`src/rtl/sr_ctrl_pkg.sv`:
```
// ============================================================================
//  Module   : sr_ctrl_pkg
//  Purpose  : Shared types and constants for the RS-latch controller:
//             FSM state encoding, phase-counter width, default timing and
//             the latch result check.
//  Revision : 1.0  initial release
// ============================================================================
`default_nettype none

package sr_ctrl_pkg;

  // Width of the per-phase cycle counter; timing parameters must fit in it.
  localparam int CNT_W = 4;

  // Default number of cycles the selected latch input is driven high.
  localparam int DEF_PULSE_CYC = 2;

  // Default number of quiet cycles before the latch outputs are sampled.
  localparam int DEF_SETTLE_CYC = 2;

  // Controller FSM states.
  typedef enum logic [2:0] {
    ST_IDLE   = 3'd0,
    ST_DRIVE  = 3'd1,
    ST_SETTLE = 3'd2,
    ST_CHECK  = 3'd3,
    ST_DONE   = 3'd4
  } state_e;

  // True when the latch shows the state the operation asked for:
  // q equal to the op and qbar its complement.
  function automatic logic latch_ok(input logic q, input logic qbar,
                                    input logic want);
    return (q == want) && (qbar == ~want);
  endfunction

endpackage

`default_nettype wire

```
`src/rtl/rr_arbiter.sv`:
```
// ============================================================================
//  Module   : rr_arbiter
//  Purpose  : Combinational round-robin arbiter. The search starts at the
//             requester after last_grant and wraps; the first active
//             request wins. Returns one-hot grant, its index and a valid.
//  Revision : 1.0  initial release
// ============================================================================
`default_nettype none

module rr_arbiter #(
  parameter int N_REQ = 4,
  parameter int IDX_W = 2
) (
  input  logic [N_REQ-1:0] req,
  input  logic [IDX_W-1:0] last_grant,
  output logic [N_REQ-1:0] grant,
  output logic [IDX_W-1:0] grant_idx,
  output logic             valid
);

  int unsigned      cand;
  logic [IDX_W-1:0] cand_idx;

  // Walk the requesters in rotating order from last_grant+1; keep the first hit.
  always_comb begin
    grant     = '0;
    grant_idx = '0;
    valid     = 1'b0;
    cand      = 0;
    cand_idx  = '0;
    for (int k = 1; k <= N_REQ; k++) begin
      cand     = (int'(last_grant) + k) % N_REQ;
      cand_idx = IDX_W'(cand);
      if (!valid && req[cand_idx]) begin
        valid           = 1'b1;
        grant_idx       = cand_idx;
        grant[cand_idx] = 1'b1;
      end
    end
  end

endmodule

`default_nettype wire

```
`src/rtl/sr_latch_ctrl.sv`:
```
// ============================================================================
//  Module   : sr_latch_ctrl
//  Purpose  : Shares one external RS latch between N_REQ requesters. A
//             granted request drives s or r for PULSE_CYC cycles, lets the
//             latch settle for SETTLE_CYC cycles, checks q/qbar and returns
//             a one-cycle ack with an error flag to the requester.
//  Revision : 1.0  initial release
// ============================================================================
`default_nettype none

module sr_latch_ctrl
  import sr_ctrl_pkg::*;
#(
  parameter int N_REQ      = 4,
  parameter int PULSE_CYC  = DEF_PULSE_CYC,
  parameter int SETTLE_CYC = DEF_SETTLE_CYC
) (
  input  logic             clk,
  input  logic             rst,
  input  logic [N_REQ-1:0] req,
  input  logic [N_REQ-1:0] op,
  output logic [N_REQ-1:0] ack,
  output logic             err,
  output logic             busy,
  output logic             s_out,
  output logic             r_out,
  input  logic             q_in,
  input  logic             qbar_in
);

  localparam int IDX_W = (N_REQ > 1) ? $clog2(N_REQ) : 1;

  state_e           state_q;
  logic [CNT_W-1:0] cnt_q;
  logic [IDX_W-1:0] grant_idx_q;
  logic [N_REQ-1:0] grant_q;
  logic [IDX_W-1:0] last_grant_q;
  logic             op_q;
  logic             s_out_q;
  logic             r_out_q;
  logic [N_REQ-1:0] ack_q;
  logic             err_q;

  logic [N_REQ-1:0] arb_grant;
  logic [IDX_W-1:0] arb_idx;
  logic             arb_valid;
  logic             pass_d;

  rr_arbiter #(
    .N_REQ (N_REQ),
    .IDX_W (IDX_W)
  ) u_arb (
    .req        (req),
    .last_grant (last_grant_q),
    .grant      (arb_grant),
    .grant_idx  (arb_idx),
    .valid      (arb_valid)
  );

  // Latch result as seen this cycle against the operation in flight.
  assign pass_d = latch_ok(q_in, qbar_in, op_q);

  // Controller FSM; s/r, ack and err are all registered here so that s and r
  // can only ever be set from a single op bit and are cleared together.
  always_ff @(posedge clk) begin
    if (rst) begin
      state_q      <= ST_IDLE;
      cnt_q        <= '0;
      grant_idx_q  <= '0;
      grant_q      <= '0;
      last_grant_q <= IDX_W'(N_REQ - 1);
      op_q         <= 1'b0;
      s_out_q      <= 1'b0;
      r_out_q      <= 1'b0;
      ack_q        <= '0;
      err_q        <= 1'b0;
    end else begin
      case (state_q)
        ST_IDLE: begin
          if (arb_valid) begin
            grant_idx_q <= arb_idx;
            grant_q     <= arb_grant;
            op_q        <= op[arb_idx];
            s_out_q     <= op[arb_idx];
            r_out_q     <= ~op[arb_idx];
            cnt_q       <= CNT_W'(PULSE_CYC - 1);
            state_q     <= ST_DRIVE;
          end
        end
        ST_DRIVE: begin
          if (cnt_q == '0) begin
            s_out_q <= 1'b0;
            r_out_q <= 1'b0;
            cnt_q   <= CNT_W'(SETTLE_CYC - 1);
            state_q <= ST_SETTLE;
          end else begin
            cnt_q <= cnt_q - 1'b1;
          end
        end
        ST_SETTLE: begin
          if (cnt_q == '0) begin
            cnt_q   <= '0;
            state_q <= ST_CHECK;
          end else begin
            cnt_q <= cnt_q - 1'b1;
          end
        end
        ST_CHECK: begin
          ack_q   <= grant_q;
          err_q   <= ~pass_d;
          state_q <= ST_DONE;
        end
        ST_DONE: begin
          ack_q        <= '0;
          err_q        <= 1'b0;
          last_grant_q <= grant_idx_q;
          state_q      <= ST_IDLE;
        end
        default: begin
          s_out_q <= 1'b0;
          r_out_q <= 1'b0;
          ack_q   <= '0;
          err_q   <= 1'b0;
          state_q <= ST_IDLE;
        end
      endcase
    end
  end

  assign ack   = ack_q;
  assign err   = err_q;
  assign s_out = s_out_q;
  assign r_out = r_out_q;
  assign busy  = (state_q != ST_IDLE);

endmodule

`default_nettype wire

```
`config.mk`:
```
export PLATFORM = sky130hd
export DESIGN_NAME = sr_latch_ctrl
export DESIGN_NICKNAME = d
export VERILOG_FILES = /design/src/rtl/sr_ctrl_pkg.sv /design/src/rtl/rr_arbiter.sv /design/src/rtl/sr_latch_ctrl.sv
export SDC_FILE = /design/constraint.sdc
export NUM_CORES = 1
export LEC_CHECK = 0
export BUFFER_PORTS_ARGS = -buffer_cell sky130_fd_sc_hd__buf_2
export CAP_MARGIN = 15
export CORE_UTILIZATION = 30
export CTS_CLUSTER_DIAMETER = 200
export DETAILED_ROUTE_END_ITERATION = 10
export PLACE_DENSITY = 0.55
export RECOVER_POWER = 50
export SETUP_SLACK_MARGIN = 0.4
export SYNTH_ARGS = -nofsm -noshare
export SYNTH_HDL_FRONTEND = slang
export SYNTH_SLANG_ARGS = --single-unit
```
`constraint.sdc`:
```
create_clock -name clk -period 3.8 [get_ports clk]
set_input_delay 0.19 -clock clk [delete_from_list [all_inputs] [get_ports clk]]
set_output_delay 0.19 -clock clk [all_outputs]
set_load 0.02 [all_outputs]
```
======== Yosys cells after proc, flatten, opt, wreduce, memory -nomap -nowiden ========
Index checks and enable logic that the tools add are counted.
operators by class
  add/subtract/negate cells ............... 5
  order comparisons ....................... 9
  eq/ne operators ......................... 9
  mux-type cells .......................... 45
  bitwise operators ....................... 7
  reductions and logical operators ........ 21
operator list
  kind                 number
  $mux 4               7
  $mux 1               16
  $lt 2x3->1 const B   5
  $or 4x4->4           3
  $pmux 3 s4           1
  $pmux 4 s3           1
  $bmux 1 s2           5
  $mux 3               3
  $demux 1 s2          4
  $ge 2x1->1 const B   4
  $logic_and 1x1->1    8
  $mux 2               4
  $pmux 4 s2           1
  $eq 3x2->1 const B   2
  $ne 2x2->1 const B   3
  $pmux 1 s3           2
  $reduce_and 3->1     2
  $reduce_bool 3->1    2
  $reduce_or 3->1      2
  $add 2x1->2 const B  2
  $add 2x2->2 const B  2
  $logic_not 4->1      1
  $not 1->1            4
  $reduce_and 2->1     2
  7 further kinds      10
word-level totals
  register bits after elaboration ......... 23
  input bits .............................. 12
  output and inout port bits .............. 8
  word-level logic and storage cells ...... 106

======== Logic depth before layout (Yosys ltp) ========
  depth in word-level cells ............... 18
  gate-level depth with buffers ........... 11
  depth with buffers taken out ............ 9

======== By module ========
A second synthesis with hierarchy kept.
second synthesis, totals
  cells, all modules ...................... 205
  area total of the unflattened synthesis .. 1674.1 um^2
modules (own cells, without submodules)
  module         instances  cells an instance  area each (um^2)  sequential area each (um^2)
  sr_latch_ctrl  1          119                1044.8            460.4
  rr_arbiter     1          86                 629.4             0.0

======== Worst setup path after synthesis ========
Ideal clock, no wire load.
  path kind ............................... register to register
  start point ............................. register last_grant_q[1]
  end point ............................... register r_out_q, in the netlist r_out
  library setup time ...................... 0.117 ns
  data arrival time ....................... 2.750 ns
  required time ........................... 3.683 ns
  path slack .............................. 0.933 ns
  stages on the path, launching flop included .. 9
  path buffers ............................ 1
  period minus slack after synthesis ...... 2.867 ns
  path through ............................ dfxtp_1 inv_1 ha_1 clkbuf_1 mux4_2 nor4_4 o31ai_2 o41a_1 a22o_1
between the ends
  cells in the longest elaborated chain, start to end .. 18
  elaborated cells on any way between the ends .. 33
  classes of those cells .................. add/sub (4); eq/ne (1); mux (20); bitwise (1); reduce/logical (7)
RTL lines
  element                       RTL line              source
  start, declared               sr_latch_ctrl.sv:37   logic [IDX_W-1:0] last_grant_q;
  start signal, assigned        sr_latch_ctrl.sv:71   last_grant_q <= IDX_W'(N_REQ - 1);
  start signal, assigned        sr_latch_ctrl.sv:116  last_grant_q <= grant_idx_q;
  $add 2x1->2                   rr_arbiter.sv:32      cand = (int'(last_grant) + k) % N_REQ;
  $bmux 1 s2                    rr_arbiter.sv:34      if (!valid && req[cand_idx]) begin
  $mux 1 (implied by the code)  rr_arbiter.sv:34
  $mux 1                        rr_arbiter.sv:34
  $logic_not 1->1               rr_arbiter.sv:34
  $logic_and 1x1->1             rr_arbiter.sv:34
  $mux 1                        rr_arbiter.sv:34
  $logic_not 1->1               rr_arbiter.sv:34
  [2 not listed]                n/a
  $logic_not 1->1               rr_arbiter.sv:34
  $logic_and 1x1->1             rr_arbiter.sv:34
  $mux 2                        rr_arbiter.sv:34
  $bmux 1 s2                    sr_latch_ctrl.sv:85   r_out_q <= ~op[arb_idx];
  $mux 1 (implied by the code)  sr_latch_ctrl.sv:85
  $not 1->1                     sr_latch_ctrl.sv:85
  $mux 1                        sr_latch_ctrl.sv:80   if (arb_valid) begin
  $pmux 1 s3                    sr_latch_ctrl.sv:78   case (state_q)
  end signal, assigned          sr_latch_ctrl.sv:85
  end, declared                 sr_latch_ctrl.sv:40   logic r_out_q;
Parallel ways exist; a longest one is shown, timed or not. The select of a mux whose other input is x is not followed.
A chain may end at the register's enable or synchronous reset.

======== Final worst setup path ========
Ends and elaborated chain as after synthesis.

==> metrics.csv <==
stage;metric;value;unit
run_status;status;finished clean;
logic_synthesis;synth-edff-count;0;
sta;finClkSkew;0.00445;ns
final_layout;areaGrowthSynthToFinish;10.8;%
sta;max_freq;320;MHz
routing;ant_nets;0;
pwr;p_int;0.457;mW
placement;port_buffers;19;
critical_path;cp-end-kind;register;
clock_tree;clk_pin_slew;0.09;ns
min_path;hold_path.class;in2reg;
floorplanning;io-pin-count;20;
logic_synthesis;yosys_warnings;0;
global_route;grt_pass1_vias;1288;
sta;timing.max_slew.rel_slack;0.528;
global_route;grt_first_pass_wirelength;5980;um
critical_path;path_max_fanout;12;
pwr;p_sw_frac;0.379;
critical_path;required;3.96;ns
floorplanning;dieArea;0.00556;mm^2
final_layout;diodes;0;
logic_synthesis;synth_cell_types;42;
sta;hold_slack;0.268;ns
global_route;grt_use_total;0.136;
clock_tree;cts_sinks;23;
final_layout;final_nets;227;
floorplanning;row_count;26;
logic_synthesis;netlist_instances;193;
clock_tree;clk_path_buf_depth;2;
pwr;p_per_area;420;mW/mm^2
global_route;antenna_found_initial;0;
pwr;vdd_drop_max;0.000184;V
placement;gp_congestion;0.755;
routing;viasPerCell;5.11;
floorplanning;die_w;74.6;um
floorplanning;die-height;74.6;um
critical_path;worst-endpoint-arrival;3.29;ns
pwr;comb_power_share;0.360;
critical_path;r2r_start;last_grant_q[1]$_SDFFE_PP1N_;
sta;finalSetupViolCount;0;
routing;first_pass_iters;4;
pwr;power.switching;0.279;mW
critical_path;critPathKind;reg2reg;
placement;place_area;0.00171;mm^2
critical_path;r2r_slack;0.67;ns
clock_tree;clkLatencyLatePin;0.26;ns
floorplanning;core;0.00507;mm^2
critical_path;crit_start;last_grant_q[1]$_SDFFE_PP1N_;
pwr;power_leakage;0.665;nW
sta;setup_tns;0;ns
sta;rsz0062_at_grt;no;
logic_synthesis;synth_nets;215;
logic_synthesis;synth_flop_cell;dfxtp_1;
logic_synthesis;async_flop_share;0;
routing;initialDrtViolationCount;68;
routing;routed-via-count;1400;
clock_tree;h-tree-depth;1;
clock_tree;cts_root_buf;clkbuf_8;
pwr;clock_power_share;0.208;
sta;worstMarginPinSlew;0.707;ns
placement;hpwl;2560;um
pwr;seqPwrFrac;0.432;
critical_path;reg2reg_to;r_out$_SDFFE_PP0P_;
critical_path;rr_worst_depth;7;
global_route;overflow;0;
routing;wl_per_cell;12.8;um
logic_synthesis;ys_seq_area_frac;0.291;
logic_synthesis;synth_area;0.00158;mm^2
routing;drc_errors;0;
routing;drt_wl_total;3520;um
logic_synthesis;ys_ff_latch;23;
sta;finalMaxSlewViolations;0;
final_layout;finish.instance_area;0.00175;mm^2
final_layout;drive_gt1_frac;0.162;
sta;fin_crit_sh;0.823;
flow_run;drv_cap;0;
floorplanning;start_util;0.311;
global_route;grt_max_degree;23;
critical_path;critPathLaunchType;register;
clock_tree;numCtsBuffers;3;
sta;finalHoldViolCount;0;
clock_tree;post-cts-setup-buffers;0;
logic_synthesis;syn_area_per_cell;8.19;um^2
clock_tree;cts_tree;yes;
critical_path;worstSetupEndpoint;r_out$_SDFFE_PP0P_;
sta;min_period;3.13;ns
[placed cells by master (no fill, tap or decap), drive strengths merged, types with 3 or more instances in the layout]
cell type / count
nor2: 34
dfxtp: 23
a21oi: 15
buf: 13
nand2: 10
ha: 10
a211oi: 10
clkbuf: 10
inv: 8
o21ai: 7
a221oi: 6
nor3: 5
a22oi: 5
nand3: 5
mux2i: 3
mux4: 3
nor2b: 3
or3: 3
or3b: 3
o211ai: 3
[logic make-up after synthesis]
family          synth area share
simple gates               0.221
compound gates             0.274
flops                      0.291
buf+inv                   0.0562
fa+ha+maj                 0.0792
mux                       0.0784
[timing repair]
action	4_1_cts	5_1_grt
resized for setup	0	2
setup endpoints to repair	0	5
hold buffers	0	0
[Yosys cell counts, drive strengths merged, types with 3 or more instances]
master   n  area [um^2]
nand3    5         25.0
clkbuf  11         42.5
ha      10          125
a22oi    5         37.5
dfxtp   23          460
mux4     3         71.3
nor3     5         25.0
mux2i    3         30.0
a221oi   6         52.6
a211oi  10         80.1
inv      8         30.0
nor2    34          128
a21oi   15         75.1
or3      3         18.8
or3b     3         26.3
nor2b    3         18.8
o21ai    7         35.0
nand2   10         37.5
o211ai   3         22.5
[registers in the layout, summed over array words and instances (netlist names), 2 cells and up]
name and cells:
ack 4, cnt_q 4, grant_idx_q 2, grant_q 4
last_grant_q 2, state_q 3
[layer usage]
metal | part of all wire | global-route usage | up-vias
met5 | 0 | 0 | -
met4 | 0.0034 | 0.0231 | 0
met3 | 0.024 | 0.0203 | 2
met2 | 0.45 | 0.230 | 19
met1 | 0.52 | 0.186 | 646
li1 | - | - | 733
[stage by stage]
step            util  setup slack [ns]  cells  power [mW]
6_report       0.345             0.671    274       0.736
3_3_place_gp   0.337             0.741    270       0.588
4_1_cts        0.346             0.596    274       0.748
2_1_floorplan      -             0.933    193       0.527
3_5_place_dp   0.337             0.626    270       0.589
5_1_grt        0.345             0.471    274       0.799
[critical path, cell delays in order, from the launching register on]
cell and delay (ns):
dfxtp_1 0.54, inv_1 0.24, ha_1 0.49, mux4_2 0.45
nor4_4 0.42, o31ai_2 0.17, o41a_1 0.50, a22o_1 0.22
[final cells by class]
cell class	instances	area, um^2
Clock buffer	3	41.3
Sequential cell	23	460
Clock inverter	1	5.00
Fill cell	552	3320
Tap cell	70	87.6
Inverter	8	30.0
Timing Repair Buffer	20	93.8
Multi-Input combinational cell	149	1030
[worst min-delay path by stage]
stage / cells after the start / end / slack, ns / start
final: 4 / err$_SDFFE_PP0N_ / 0.27 / qbar_in
after global routing: 4 / err$_SDFFE_PP0N_ / 0.28 / qbar_in
after CTS: 4 / err$_SDFFE_PP0N_ / 0.27 / qbar_in
after detailed placement: 2 / ack[3]$_SDFFE_PP0N_ / 0.45 / ack[3]$_SDFFE_PP0N_
after global placement: 2 / ack[3]$_SDFFE_PP0N_ / 0.44 / ack[3]$_SDFFE_PP0N_
after floorplan: 3 / err$_SDFFE_PP0N_ / 0.43 / qbar_in
[power by group through the flow]
stage               clock, mW  sequential, mW  combinational (mW)
floorplan                   0           0.312               0.215
global placement            0           0.323               0.265
detailed placement          0           0.324               0.266
CTS                     0.162           0.318               0.267
global route            0.172           0.326               0.302
finish                  0.153           0.318               0.265
No activity file was read; power rests on OpenSTA's default activity.
